$ cat config.mk
export PLATFORM = sky130hd
export DESIGN_NAME = mdu_sequencer_flat
export DESIGN_NICKNAME = d
export VERILOG_FILES = /design/src/rtl/riscv_pkg.sv /design/src/rtl/mdu_sequencer_if.sv /design/src/rtl/mdu_datapath.sv /design/src/rtl/mdu_sequencer.sv /design/src/flat_wrapper.sv
export SDC_FILE = /design/constraint.sdc
export NUM_CORES = 1
export LEC_CHECK = 0
export CAP_MARGIN = 20
export CORE_MARGIN = 3
export CORE_UTILIZATION = 56
export CTS_BUF_LIST = sky130_fd_sc_hd__clkbuf_16
export DETAILED_ROUTE_END_ITERATION = 16
export PLACE_DENSITY = 0.76
export SLEW_MARGIN = 25
export SYNTH_ARGS = -nofsm -noshare
export SYNTH_HDL_FRONTEND = slang
export SYNTH_SLANG_ARGS = --single-unit
$ cat constraint.sdc
create_clock -name clk -period 11.8 [get_ports clk]
set_input_delay 2.36 -clock clk [delete_from_list [all_inputs] [get_ports clk]]
set_output_delay 2.36 -clock clk [all_outputs]
set_load 0.005 [all_outputs]
$ cat src/rtl/riscv_pkg.sv
// riscv_pkg: M-extension encodings and sequencer state codes shared by the core
package riscv_pkg;
    localparam logic [6:0] OP_RTYPE    = 7'b0110011;
    localparam logic [6:0] FUNCT7_MEXT = 7'b0000001;
    localparam logic [2:0] MUL_F3      = 3'b000;
    localparam logic [2:0] MULH_F3     = 3'b001;
    localparam logic [2:0] MULHSU_F3   = 3'b010;
    localparam logic [2:0] MULHU_F3    = 3'b011;
    localparam logic [2:0] DIV_F3      = 3'b100;
    localparam logic [2:0] DIVU_F3     = 3'b101;
    localparam logic [2:0] REM_F3      = 3'b110;
    localparam logic [2:0] REMU_F3     = 3'b111;
    localparam logic [1:0] IDLE        = 2'b00;
    localparam logic [1:0] BUSY        = 2'b01;
    localparam logic [1:0] DONE        = 2'b10;
endpackage

$ cat src/rtl/mdu_sequencer_if.sv
// mdu_sequencer_if: Execute-stage request/stall/result bundle between pipeline and MDU
interface mdu_sequencer_if #(
    parameter int XLEN = 32
);
    logic            StartE;
    logic [2:0]      funct3E;
    logic [XLEN-1:0] SrcAE;
    logic [XLEN-1:0] SrcBE;
    logic            FlushE;
    logic            StallMDU;
    logic            DoneMDU;
    logic [XLEN-1:0] ResultMDU;
    modport master (
        output StartE, funct3E, SrcAE, SrcBE, FlushE,
        input  StallMDU, DoneMDU, ResultMDU
    );
    modport slave (
        input  StartE, funct3E, SrcAE, SrcBE, FlushE,
        output StallMDU, DoneMDU, ResultMDU
    );
endinterface

$ cat src/rtl/mdu_datapath.sv
// mdu_datapath: operand registers, shift-add multiply / restoring divide iteration and result fix-up
module mdu_datapath
    import riscv_pkg::*;
#(
    parameter int XLEN = 32
) (
    input  logic            clk,
    input  logic            reset,
    input  logic            load,
    input  logic            quick,
    input  logic            step,
    input  logic            finish,
    input  logic [2:0]      funct3,
    input  logic [XLEN-1:0] a,
    input  logic [XLEN-1:0] b,
    output logic [XLEN-1:0] result
);
    logic [2:0]        op;
    logic              neg;
    logic [XLEN-1:0]   mb;
    logic [2*XLEN-1:0] acc;
    logic [XLEN:0]     rem;
    logic              sa, sb, is_rem, dz, neg_n;
    logic [XLEN-1:0]   mag_a, mag_b, fast_res, addend, quo_n, q_fix, r_fix, fin_res;
    logic [XLEN:0]     mul_sum, rem_n;
    logic [XLEN+1:0]   shifted, diff;
    logic [2*XLEN-1:0] mul_n, acc_n, prod_fix;
    // Operand sign/magnitude at start, the next iteration value and the signed result candidates
    always_comb begin
        sa       = a[XLEN-1] && (funct3 == MULH_F3 || funct3 == MULHSU_F3 || funct3 == DIV_F3 || funct3 == REM_F3);
        sb       = b[XLEN-1] && (funct3 == MULH_F3 || funct3 == DIV_F3 || funct3 == REM_F3);
        mag_a    = sa ? -a : a;
        mag_b    = sb ? -b : b;
        is_rem   = funct3[2] && funct3[1];
        neg_n    = is_rem ? sa : sa ^ sb;
        dz       = b == '0;
        fast_res = is_rem ? (dz ? a : '0) : (dz ? '1 : {1'b1, {(XLEN-1){1'b0}}});
        addend   = acc[0] ? mb : '0;
        mul_sum  = {1'b0, acc[2*XLEN-1:XLEN]} + {1'b0, addend};
        mul_n    = {mul_sum, acc[XLEN-1:1]};
        shifted  = {rem, acc[XLEN-1]};
        diff     = shifted - {2'b00, mb};
        rem_n    = diff[XLEN+1] ? shifted[XLEN:0] : diff[XLEN:0];
        quo_n    = {acc[XLEN-2:0], ~diff[XLEN+1]};
        acc_n    = op[2] ? {acc[2*XLEN-1:XLEN], quo_n} : mul_n;
        prod_fix = neg ? -mul_n : mul_n;
        q_fix    = neg ? -quo_n : quo_n;
        r_fix    = neg ? -rem_n[XLEN-1:0] : rem_n[XLEN-1:0];
        fin_res  = op[2] ? (op[1] ? r_fix : q_fix) : (op[1:0] == 2'b00 ? prod_fix[XLEN-1:0] : prod_fix[2*XLEN-1:XLEN]);
    end
    // Latch op and magnitudes at start, iterate while busy, register the final or fast-path result
    always_ff @(posedge clk or negedge reset) begin
        if (!reset) begin
            op     <= '0;
            neg    <= 1'b0;
            mb     <= '0;
            acc    <= '0;
            rem    <= '0;
            result <= '0;
        end else begin
            if (load) begin
                op  <= funct3;
                neg <= neg_n;
                mb  <= mag_b;
                acc <= {{XLEN{1'b0}}, mag_a};
                rem <= '0;
            end else if (step) begin
                acc <= acc_n;
                rem <= rem_n;
            end
            if (quick)
                result <= fast_res;
            else if (finish)
                result <= fin_res;
        end
    end
endmodule

$ cat src/rtl/mdu_sequencer.sv
// mdu_sequencer: RV32M multi-cycle multiply/divide FSM with pipeline stall control
module mdu_sequencer
    import riscv_pkg::*;
#(
    parameter int XLEN  = 32,
    parameter int CNT_W = 5
) (
    input logic            clk,
    input logic            reset,
    mdu_sequencer_if.slave bus
);
    logic [1:0]       state;
    logic [CNT_W-1:0] cnt;
    logic             start, special, last, step, finish;
    logic [XLEN-1:0]  result;
    // Start/iteration strobes; divide-by-zero and signed overflow bypass the iterations
    always_comb begin
        start   = state == IDLE && bus.StartE && !bus.FlushE;
        special = bus.funct3E[2] && (bus.SrcBE == '0 ||
                  (!bus.funct3E[0] && bus.SrcAE == {1'b1, {(XLEN-1){1'b0}}} && bus.SrcBE == '1));
        last    = cnt == CNT_W'(XLEN-1);
        step    = state == BUSY && !bus.FlushE;
        finish  = step && last;
        bus.StallMDU  = reset && (start || state == BUSY);
        bus.DoneMDU   = state == DONE;
        bus.ResultMDU = result;
    end
    // State and iteration counter; DONE always returns to IDLE so StartE there is ignored
    always_ff @(posedge clk or negedge reset) begin
        if (!reset) begin
            state <= IDLE;
            cnt   <= '0;
        end else begin
            state <= state == IDLE ? (start ? (special ? DONE : BUSY) : IDLE) :
                     state == BUSY ? (bus.FlushE ? IDLE : (last ? DONE : BUSY)) : IDLE;
            cnt   <= (step && !last) ? cnt + 1'b1 : '0;
        end
    end
    mdu_datapath #(.XLEN(XLEN)) u_dp (
        .clk    (clk),
        .reset  (reset),
        .load   (start),
        .quick  (start && special),
        .step   (step),
        .finish (finish),
        .funct3 (bus.funct3E),
        .a      (bus.SrcAE),
        .b      (bus.SrcBE),
        .result (result)
    );
endmodule

$ cat src/flat_wrapper.sv
// flat-port wrapper written by rule: the top's interface ports become plain ports
module mdu_sequencer_flat import riscv_pkg::*;
#(
    parameter int XLEN  = 32,
    parameter int CNT_W = 5
)
  (clk, reset, bus_StartE, bus_funct3E, bus_SrcAE, bus_SrcBE, bus_FlushE, bus_StallMDU, bus_DoneMDU, bus_ResultMDU);
  mdu_sequencer_if #(.XLEN(XLEN)) bus_i ();
  input logic clk;
  input logic reset;
  input wire logic [$bits(bus_i.StartE)-1:0] bus_StartE;
  input wire logic [$bits(bus_i.funct3E)-1:0] bus_funct3E;
  input wire logic [$bits(bus_i.SrcAE)-1:0] bus_SrcAE;
  input wire logic [$bits(bus_i.SrcBE)-1:0] bus_SrcBE;
  input wire logic [$bits(bus_i.FlushE)-1:0] bus_FlushE;
  output wire logic [$bits(bus_i.StallMDU)-1:0] bus_StallMDU;
  output wire logic [$bits(bus_i.DoneMDU)-1:0] bus_DoneMDU;
  output wire logic [$bits(bus_i.ResultMDU)-1:0] bus_ResultMDU;
  assign bus_i.StartE = bus_StartE;
  assign bus_i.funct3E = bus_funct3E;
  assign bus_i.SrcAE = bus_SrcAE;
  assign bus_i.SrcBE = bus_SrcBE;
  assign bus_i.FlushE = bus_FlushE;
  assign bus_StallMDU = bus_i.StallMDU;
  assign bus_DoneMDU = bus_i.DoneMDU;
  assign bus_ResultMDU = bus_i.ResultMDU;
  mdu_sequencer #(.XLEN(XLEN), .CNT_W(CNT_W)) u_core (.clk(clk), .reset(reset), .bus(bus_i));
endmodule
==> impl_metrics.json <==
{
  "slew_viol_final": 0,
  "cts_buffers": 17,
  "yosys_register_bits": 172,
  "firstDrtPassIters": 6,
  "synth_cell_types": 102,
  "hold_viol_final": 0,
  "r2r_slack_ns": 5.59,
  "synth_common_cells": "284 x nand2_1, 247 x o21ai_0, 172 x dfrtp_1",
  "finalClockSkew_ns": 0.0140,
  "synth_top_area_cell": "dfrtp_1",
  "regArea_um2": 4310,
  "port_buffers": 104,
  "status": "complete, no violations",
  "drc": 0,
  "synth.area.top_cells": "dfrtp_1 25%, o21ai_0 7.1%, xnor2_1 6.2%, nand2_1 6.1%, ha_1 5.1%",
  "cp-endpoint": "u_core.u_dp.result[0]$_DFFE_PN0P_",
  "rsz0062_at_grt": "no",
  "fmax_mhz": 155,
  "cts_tree": "yes",
  "yosys_most_used_dff": "dfrtp_1",
  "die_area_um2": 33400,
  "syn-num-nets": 2449,
  "syn_avg_cell_area_um2": 7.60,
  "clkLatencyLatePin_ns": 0.46,
  "critical_path_arrival_ns": 6.80,
  "multi_input_area_um2": 12300,
  "drive_gt1_share_pct": 5.45,
  "place_congestion": 1.01,
  "clk_pin_slew_ns": 0.07,
  "crit_start": "bus_SrcBE[6]",
  "ctsLongestPathBuffers": 2,
  "worstPathCellList": "clkdlybuf4s50_1 -> nor4_1 -> nand4_1 -> or3_1 -> or4_4 -> or3_1 -> or4_4 -> o21a_4 -> nor2_4 -> nor2_2 -> clkinv_2 -> o211ai_1 -> o21a_1",
  "htreeDepth": 4,
  "period_needed_ns": 6.45,
  "maxCapViolations": 0,
  "io-pin-count": 105,
  "r2r_cells": 20,
  "synth_area_um2": 17500,
  "drt_iter0_drc": 2440,
  "crit_slowest_cell": "clkdlybuf4s50_1",
  "dpl_worst_slack_ns": 5.00,
  "synthCells": 2304,
  "cts_hold_buf": 0,
  "worst_setup_path_start_kind": "input pin",
  "r2r-end": "u_core.u_dp.result[26]$_DFFE_PN0P_",
  "relSlewSlack_pct": 28.3,
  "post_cts_resized": 0,
  "ir_worst_vdd_mv": 0.181,
  "fin_nets": 2428,
  "start_util_pct": 57.1,
  "core_area_um2": 30700,
  "worst_slack_ns": 5.35,
  "grt_max_degree": 105,
  "finalSetupViolations": 0,
  "synth_edf_count": 0,
  "fillers": 2785,
  "clock-sinks": 172,
  "grtUsageTotal_pct": 36.6,
  "leakagePower_nw": 7.84,
  "reg2reg_from": "u_core.u_dp.rem[3]$_DFFE_PN0P_",
  "cts_setup_buffers": 0,
  "worstPathRequired_ns": 12.15,
  "antenna_found_initial": 0,
  "end_kind": "register",
  "die_x_um": 183,
  "fp.dieH_um": 183,
  "yosysSeqAreaShare_pct": 24.6,
  "grt_pass1_vias": 16700,
  "yosysTopAreaCellShare_pct": 24.6,
  "routed_via_density": 6.81,
  "cp_max_fo": 20,
  "dp_hpwl_um": 47600,
  "cpPeakStageDelay_ns": 0.52,
  "worst_pin_slew_ns": 1.07,
  "yosysMostFrequentCell": "nand2_1",
  "routed_wl_um": 63100,
  "antenna_cells": 0,
  "period_share_pct": 54.6,
  "syn_to_final_growth_pct": 9.66,
  "crit_type": "input pin to register",
  "grt_pass1_wl_um": 96200,
  "ys_warn_count": 0,
  "vias": 18300,
  "root_buffer": "clkbuf_16",
  "postSynth.asyncResetShare_pct": 100,
  "grt_overflow": 0,
  "setup_tns_ns": 0,
  "ant_nets": 0,
  "power.density_nw_per_um2": 160,
  "wl_per_cell_um": 23.5,
  "rows": 64,
  "min_path_type": "register to register"
}
## metrics by stage
| step | area, um^2 | hold WS (ns) | power, mW | cells | utilization (%) |
|---|---|---|---|---|---|
| floorplan | 17500 | 0.438 | 1.86 | 2304 | - |
| global placement | 18500 | 0.462 | 2.32 | 2660 | 60.4 |
| detailed placement | 18500 | 0.471 | 2.34 | 2660 | 60.4 |
| CTS | 19200 | 0.485 | 3.02 | 2691 | 62.6 |
| global route | 19200 | 0.503 | 3.22 | 2691 | 62.6 |
| finish | 19200 | 0.472 | 3.08 | 2691 | 62.6 |
## cell families (layout without fill, tap and decap cells)
| group | Yosys count | after routing | synth area share, % |
|---|---|---|---|
| multiplexers | 72 | 72 | 4.24 |
| AND/OR/NAND/NOR | 781 | 781 | 21.7 |
| adder cells (fa/ha/maj) | 74 | 74 | 5.37 |
| XOR/XNOR | 222 | 222 | 11.1 |
| flip-flops | 172 | 172 | 24.6 |
| buffers and inverters | 230 | 221 | 5.37 |
| AO/OA/AOI/OAI | 753 | 753 | 27.7 |
## power breakdown
group | switching [mW] | leakage, nW | internal (mW)
clock network | 0.256 | 0.325 | 0.414
registers | 0.145 | 2.27 | 0.674
logic | 1.04 | 5.25 | 0.544
total | 1.44 | 7.84 | 1.63
## final cells by class
cell class / instances / share of cell area, %
multi-input cells: 1902 / 64.0
flip-flops and latches: 172 / 22.4
repair buffers: 123 / 6.17
well taps: 396 / 2.58
clock buffers: 17 / 2.22
inverters: 67 / 1.32
clock inverters: 14 / 1.30
## sequential cells by signal, indices dropped and copies added (netlist names)
register,flops
u_core.u_dp.rem,33
u_core.u_dp.neg,1
u_core.u_dp.result,32
u_core.cnt,5
u_core.u_dp.acc,64
u_core.u_dp.op,3
u_core.u_dp.mb,32
u_core.state,2
## how the worst min path moves through the flow
stage                     depth (start not counted)                        endpoint                      startpoint
final                                             1         u_core.cnt[0]$_DFF_PN0_         u_core.cnt[0]$_DFF_PN0_
after global routing                              2  u_core.u_dp.mb[28]$_DFFE_PN0P_  u_core.u_dp.mb[28]$_DFFE_PN0P_
after CTS                                         1         u_core.cnt[0]$_DFF_PN0_         u_core.cnt[0]$_DFF_PN0_
after global placement                            1         u_core.cnt[0]$_DFF_PN0_         u_core.cnt[0]$_DFF_PN0_
after detailed placement                          2  u_core.u_dp.mb[16]$_DFFE_PN0P_  u_core.u_dp.mb[16]$_DFFE_PN0P_
after floorplan                                   1         u_core.cnt[0]$_DFF_PN0_         u_core.cnt[0]$_DFF_PN0_
## routing by layer
layer  GRT usage (%)  share of wire, %
met1            50.2                42
met2            57.5                45
met3            7.28               9.5
met4            13.6               4.2
met5               0                 0
## worst max-delay path: cells and delay by family
kind,cells,cell delay (ns)
AND/OR/NAND/NOR,8,3.16
buffers and inverters,2,0.84
AO/OA/AOI/OAI,3,0.42
## placed cells by master, fill, tap and decap left out, types with 33 or more instances in the layout
cell type	count
nand2_1	284
o21ai_0	247
nor2_1	169
dfrtp_1	169
a21oi_1	159
xnor2_1	123
clkdlybuf4s50_1	103
xor2_1	99
ha_1	72
inv_1	65
mux2i_1	64
nand3_1	57
nor3_1	55
o211ai_1	53
a211oi_1	39
a21o_1	35
o31ai_1	33
(Power assumes the default switching activity.)
